### src/rtl/tmds_rx_word_aligner.sv
// TMDS lane word aligner: slides a 10-bit window until control-token runs appear.
// Define TMDS_ALIGN_STATS_EN to add the relock_cnt and slip_cnt outputs.
module tmds_rx_word_aligner #(
    parameter int LOCK_RUN      = 8,
    parameter int SEARCH_WINDOW = 2048,
    parameter int SETTLE        = 4,
    parameter int LOSS_WINDOW   = 4096
) (
    input  logic        pxl_clk,
    input  logic        rst_n,
    input  logic [9:0]  raw_word,
    output logic [9:0]  word_out,
    output logic        word_valid,
    output logic        ctrl_token,
    output logic [1:0]  ctrl_code,
    output logic        locked,
    output logic [3:0]  bit_offset,
    output logic        slip_pulse
`ifdef TMDS_ALIGN_STATS_EN
    ,
    output logic [15:0] relock_cnt,
    output logic [7:0]  slip_cnt
`endif
);

    localparam int RUN_W  = $clog2(LOCK_RUN) + 1;
    localparam int WIN_W  = $clog2(SEARCH_WINDOW) + 1;
    localparam int SET_W  = $clog2(SETTLE) + 1;
    localparam int LOSS_W = $clog2(LOSS_WINDOW) + 1;

    typedef enum logic [1:0] {
        ST_SEARCH,
        ST_SETTLE,
        ST_LOCKED
    } state_t;

    state_t state, state_nxt;

    logic [9:0]        raw_d1, raw_d2;
    logic [19:0]       win;
    logic [RUN_W-1:0]  run_cnt;
    logic [WIN_W-1:0]  win_cnt;
    logic [SET_W-1:0]  set_cnt;
    logic [LOSS_W-1:0] loss_cnt;
    logic              run_hit;
    logic              win_end;
    logic              set_end;
    logic              loss_end;
    logic              do_slip;

    // Two consecutive words give every 10-bit alignment of the bit stream.
    assign win = {raw_d1, raw_d2};

    always_comb begin
        ctrl_token = 1'b1;
        ctrl_code  = 2'd0;
        unique case (word_out)
            10'h354: ctrl_code = 2'd0;
            10'h0AB: ctrl_code = 2'd1;
            10'h154: ctrl_code = 2'd2;
            10'h2AB: ctrl_code = 2'd3;
            default: ctrl_token = 1'b0;
        endcase
    end

    // Fires only on the run's transition into LOCK_RUN, never while saturated.
    assign run_hit  = ctrl_token && (run_cnt == RUN_W'(LOCK_RUN - 1));
    assign win_end  = (win_cnt == WIN_W'(SEARCH_WINDOW - 1));
    assign set_end  = (set_cnt == SET_W'(SETTLE - 1));
    assign loss_end = (loss_cnt == LOSS_W'(LOSS_WINDOW - 1));

    always_comb begin
        state_nxt = state;
        do_slip   = 1'b0;
        unique case (state)
            ST_SEARCH: begin
                if (run_hit) begin
                    state_nxt = ST_LOCKED;
                end else if (win_end) begin
                    state_nxt = ST_SETTLE;
                    do_slip   = 1'b1;
                end
            end
            ST_SETTLE: begin
                if (set_end)
                    state_nxt = ST_SEARCH;
            end
            ST_LOCKED: begin
                if (!run_hit && loss_end)
                    state_nxt = ST_SEARCH;
            end
            default: state_nxt = ST_SEARCH;
        endcase
    end

    always_ff @(posedge pxl_clk) begin
        if (!rst_n)
            state <= ST_SEARCH;
        else
            state <= state_nxt;
    end

    always_ff @(posedge pxl_clk) begin
        if (!rst_n) begin
            raw_d1     <= '0;
            raw_d2     <= '0;
            word_out   <= '0;
            slip_pulse <= 1'b0;
            bit_offset <= '0;
            run_cnt    <= '0;
            win_cnt    <= '0;
            set_cnt    <= '0;
            loss_cnt   <= '0;
        end else begin
            raw_d1     <= raw_word;
            raw_d2     <= raw_d1;
            word_out   <= win[{1'b0, bit_offset} +: 10];
            slip_pulse <= do_slip;
            if (do_slip)
                bit_offset <= (bit_offset == 4'd9) ? 4'd0 : bit_offset + 4'd1;
            if (do_slip || state == ST_SETTLE || !ctrl_token)
                run_cnt <= '0;
            else if (run_cnt != RUN_W'(LOCK_RUN))
                run_cnt <= run_cnt + RUN_W'(1);
            win_cnt <= (state == ST_SEARCH && state_nxt == ST_SEARCH)
                     ? win_cnt + WIN_W'(1) : '0;
            set_cnt <= (state == ST_SETTLE && state_nxt == ST_SETTLE)
                     ? set_cnt + SET_W'(1) : '0;
            // A freshly completed run in LOCKED restarts the loss timer.
            loss_cnt <= (state == ST_LOCKED && state_nxt == ST_LOCKED && !run_hit)
                      ? loss_cnt + LOSS_W'(1) : '0;
        end
    end

    assign locked     = (state == ST_LOCKED);
    assign word_valid = (state == ST_LOCKED);

`ifdef TMDS_ALIGN_STATS_EN
    always_ff @(posedge pxl_clk) begin
        if (!rst_n) begin
            relock_cnt <= '0;
            slip_cnt   <= '0;
        end else begin
            if (state == ST_LOCKED && state_nxt == ST_SEARCH
                && relock_cnt != 16'hFFFF)
                relock_cnt <= relock_cnt + 16'd1;
            if (state == ST_SEARCH && state_nxt == ST_LOCKED)
                slip_cnt <= '0;
            else if (do_slip)
                slip_cnt <= slip_cnt + 8'd1;
        end
    end
`endif

endmodule

### config.mk
export PLATFORM = sky130hd
export DESIGN_NAME = tmds_rx_word_aligner
export DESIGN_NICKNAME = d
export VERILOG_FILES = /design/src/rtl/tmds_rx_word_aligner.sv
export SDC_FILE = /design/constraint.sdc
export NUM_CORES = 1
export LEC_CHECK = 0
export BUFFER_PORTS_ARGS = -buffer_cell sky130_fd_sc_hd__buf_2
export CAP_MARGIN = 20
export CORE_MARGIN = 1
export CORE_UTILIZATION = 25
export DETAILED_ROUTE_END_ITERATION = 6
export HOLD_SLACK_MARGIN = 0.02
export PLACE_DENSITY = 0.43
export SLEW_MARGIN = 40
export SYNTH_ARGS = -nofsm -noshare
export SYNTH_HDL_FRONTEND = slang
export SYNTH_SLANG_ARGS = --single-unit
### constraint.sdc
create_clock -name pxl_clk -period 2.3 [get_ports pxl_clk]
set_input_delay 0.23 -clock pxl_clk [delete_from_list [all_inputs] [get_ports pxl_clk]]
set_output_delay 0.23 -clock pxl_clk [all_outputs]
set_load 0.03 [all_outputs]
Yosys cells after proc, flatten, opt, wreduce, memory -nomap -nowiden:

Index checks and enable logic that the tools add are counted.

* shifts and indexed selects: 1
* $add $sub $neg: 5
* bitwise gates (word level): 1
* reduce and logical (&&, ||, !) cells: 17
* eq/ne operators: 14
* mux-type cells: 11

Operator list (number)
* $eq A10 B10 Y1 const B: 2
* $shiftx A20 B5 Y10: 1
* $add A13 B1 Y13 const B: 1
* $eq A13 B12 Y1 const B: 1
* $add A12 B1 Y12 const B: 1
* $eq A12 B11 Y1 const B: 1
* $pmux W2 S3: 2
* $eq A10 B8 Y1 const B: 1
* $eq A10 B9 Y1 const B: 1
* $add A4 B1 Y4 const B: 2
* $mux W2: 4
* $logic_and A1 B1 Y1: 6
* $reduce_and A2 Y1: 3
* $eq A2 B1 Y1 const B: 2
* $eq A2 B2 Y1 const B: 2
* $eq A4 B3 Y1 const B: 1
* $eq A4 B4 Y1 const B: 1
* $logic_not A2 Y1: 2
* $mux W1: 4
* $mux W4: 1
* $ne A4 B4 Y1 const B: 1
* $reduce_or A4 Y1: 1
* $add A3 B1 Y3 const B: 1
* $eq A3 B2 Y1 const B: 1
* other kinds (4): 6

* logic and storage cells: 59
* input bits: 12
* register bits: 69

Depth between registers and ports, before layout:

* word-level depth: 12
* gate-level depth with buffers: 7
* mapped depth without buffers: 6

Worst setup path after synthesis:

Ideal clock, no wire load.

* path kind: register -> register
* from: register win_cnt[3]
* to: register bit_offset[2]
* setup slack: 0.215 ns
* arrival time: 2.015 ns
* library setup time: 0.070 ns
* data required time: 2.230 ns
* buffers on the path: 1
* cell stages (with the launch flop): 7
* cell sequence: dfxtp_1 and4_4 nand4_4 or4_1 clkbuf_2 or4_1 a21oi_1

* word-level cells in the longest chain between the ends: 4

Ends and longest elaborated chain
* start, declared: RTL line 42 `logic [WIN_W-1:0] win_cnt;`
* start signal, assigned: RTL line 125 `win_cnt <= (state == ST_SEARCH && state_nxt == ST_SEARCH)`
* $eq A12 B11 Y1: RTL line 68 `assign win_end = (win_cnt == WIN_W'(SEARCH_WINDOW - 1));`
* $mux W1: RTL line 79 `end else if (win_end) begin`
* $mux W1: RTL line 77 `if (run_hit) begin`
* $mux W1: RTL line 75 `unique case (state)`
* end signal, assigned: RTL line 120 `bit_offset <= (bit_offset == 4'd9) ? 4'd0 : bit_offset + 4'd1;`
* end, declared: RTL line 17 `output logic [3:0] bit_offset,`

Every way passes these cells.
A chain may end at the register's enable or synchronous reset.

Worst setup path in the final report:

Same ends and word-level chain as after synthesis.

==> run metrics <==
outcome=complete, no violations; Vias/cell=roughly 4.4; DRC viols=0; io pins=32; crit-path max FO=5; ys flop type=dfxtp_1; Inst Count DP=about 540; Worst Skew=0.005446 ns; final hold vios=0; Warnings, synthesis=0; Critical-path top delay cell=or4_1; fraction of registers with async set/reset=0; Die Width=~120 um; WP data required=between 2 and 3 ns; # H-tree levels=3; worst reg2reg startpoint=win_cnt[3]; initial core utilization=0.2609; # setup viols final=0; hold depth=2; RSZ-0062 raised after global routing=false; total of max-cap violations=0; port bufs=31; DP Wirelength=~5.3 mm; largest net degree at the start of global routing=32; most used cell, CP=or4_1; DR vias=2472; fraction of layout cells with a size suffix above 1=0.1718; most frequent cells in the layout=69 x dfxtp_1, 43 x nor2_1, 31 x buf_2, 22 x nand3_1, 21 x and2_1; initial antenna violation count=0; leading cell type in the layout, fill and taps excluded=dfxtp_1; setup TNS=0 ns; CP cell instances=and4_4 > nand4_4 > or4_1 > or4_1 > a21oi_1; Area growth syn-to-layout=21.00%; Post-synth EDFFs=0; syn_nets=371; # diodes=0; TritonCTS clock tree=built; Post-Syn Area=3199 um^2; Filler cells=between 1k and 1.5k; worst skew pair latency=roughly 0.33 ns; vias in the first global route=2381; Reg2Reg Depth=5; Final period util=0.9022; CP Launch Type=flip-flop; min-delay src=raw_word[5]; post-route ant nets=0; pwr dens=roughly 700 nW/um^2; r2r setup slk=about 0.23 ns; Yosys cell types=46; Final Util=0.3157; clk sinks=slightly below 70; minimum clock period after layout=2.075 ns; Highest Clock Rate=about 0.48 GHz; Nets=between 400 and 500; CTS Buf Count=9; first-pass GRT wire length=11.67 mm; Routed Wire Length=approximately 7.0 mm; Die Y=~120 um; data arrival time of the critical path=2.34 ns; Detailed Routing Iterations Pass 1=4; drt wl/cell=roughly 13 um; Total Die Area=about 13000 um^2; Finished Layout Cells=558; hold buffers post-CTS=0; Power Total=2.752 mW; GPL Wtd Cong=0.7585; std cell rows=40; crit path kind=flip-flop to flip-flop; P_leak=1.437 nW; Slew @ Worst Pin=~0.7 ns; post_cts resized=0; Mapped Cells=353; Slew Viols, Final=0; Rel. slew slack=0.5415; Endpoint, Worst Hold=raw_d1[5]; synthesized area per cell=9.063 um^2; Root Driver=clkbuf_16; Clk pin slew, worst setup/hold paths=0.06 ns; core area=12260 um^2; HP Class=primary input to flip-flop; All-Layer GR Usage=0.1168; grt ovf=0; RR Endpoint=bit_offset[2]; slowest stage delay, CP=0.55 ns; CP endpoint kind=flip-flop; VDD IR-drop max=0.2768 mV; post-CTS setup buffer count=0; Detailed Route Iter0 Violations=82; register area share after synthesis=0.4318; Longest Clk Path Bufs=2; number of synthesized register bits=69; final hold slack=0.1021 ns
## power by group
group / internal (mW) / leakage, nW / switching, mW
sequential: 1.22 / 0.561 / 0.0214
clock: 0.897 / 0.148 / 0.505
combinational: 0.0475 / 0.728 / 0.0595
total: 2.17 / 1.44 / 0.585
## metrics by stage
stage	area, um^2	worst slack [ns]
2_1_floorplan	3199	0.2154
3_3_place_gp	3560	0.2540
3_5_place_dp	3560	0.2410
4_1_cts	3871	0.2130
5_1_grt	3871	0.1528
6_report	3871	0.2250
## Yosys cell counts, types with 3 or more instances
| cell type | n | share of area |
|---|---|---|
| inv_1 | 12 | 0.014 |
| buf_1 | 3 | 0.0035 |
| nand2_1 | 18 | 0.021 |
| a211oi_1 | 8 | 0.019 |
| a21oi_1 | 15 | 0.023 |
| xnor2_1 | 14 | 0.038 |
| dfxtp_1 | 69 | 0.43 |
| mux2_2 | 5 | 0.018 |
| o21ai_0 | 9 | 0.014 |
| nor3_1 | 7 | 0.011 |
| nand4_1 | 5 | 0.0098 |
| and3_1 | 3 | 0.0059 |
| nand2b_1 | 3 | 0.0059 |
| o31ai_1 | 3 | 0.0070 |
| ha_1 | 6 | 0.023 |
| mux2i_1 | 19 | 0.059 |
| and2_1 | 21 | 0.041 |
| xor2_1 | 9 | 0.025 |
| mux4_2 | 4 | 0.028 |
| o22ai_1 | 6 | 0.012 |
| nor2b_1 | 7 | 0.014 |
| o21a_1 | 3 | 0.0070 |
| nor2_1 | 43 | 0.050 |
| nand3_1 | 22 | 0.034 |
| clkbuf_1 | 11 | 0.013 |
## routing by layer
metal,global-route usage,vias up,wire length (um)
met3,0.03374,14,253
met4,0.06234,0,164
met2,0.1671,39,2924
li1,-,1298,-
met5,0,-,0
met1,0.1580,1121,3665
## registers in the layout, summed over array words and instances, names as in the netlist
signal      flops
loss_cnt       13
win_cnt        12
raw_d1         10
raw_d2         10
word_out       10
bit_offset      4
run_cnt         4
set_cnt         3
state           2
slip_pulse      1
## worst max-delay path by stage
stage	slack, ns	start	end
finish	0.23	win_cnt[3]	bit_offset[2]
global route	0.15	win_cnt[3]	bit_offset[2]
CTS	0.21	win_cnt[3]	bit_offset[2]
detailed placement	0.24	win_cnt[3]	bit_offset[2]
global placement	0.25	win_cnt[3]	bit_offset[2]
floorplan	0.22	win_cnt[3]	bit_offset[2]
## kinds of logic after synthesis
family | count (synthesis) | share of synthesized area
simple gates | 145 | 0.2366
flops | 69 | 0.4318
compound gates | 52 | 0.1029
buf+inv | 30 | 0.03715
mux | 28 | 0.1052
xor+xnor | 23 | 0.06297
fa+ha+maj | 6 | 0.02346
## critical path, delay by kind of cell, from the launching register on
kind	cells	cell delay, ns
and+or+nand+nor	4	1.47
AOI/OAI and AO/OA	1	0.14
DFF	1	0.41
## layout make-up
| class | count | area (um^2) | share of cell area |
|---|---|---|---|
| Timing Repair Buffer | 38 | 220.2 | 0.05688 |
| Tap cell | 168 | 210.2 | 0.05430 |
| Sequential cell | 69 | 1381 | 0.3568 |
| Inverter | 13 | 48.80 | 0.01261 |
| Multi-Input combinational cell | 254 | 1699 | 0.4389 |
| Clock buffer | 11 | 252.7 | 0.06529 |
| Clock inverter | 5 | 58.81 | 0.01519 |
Note: power is estimated with default switching activity, not from simulation.
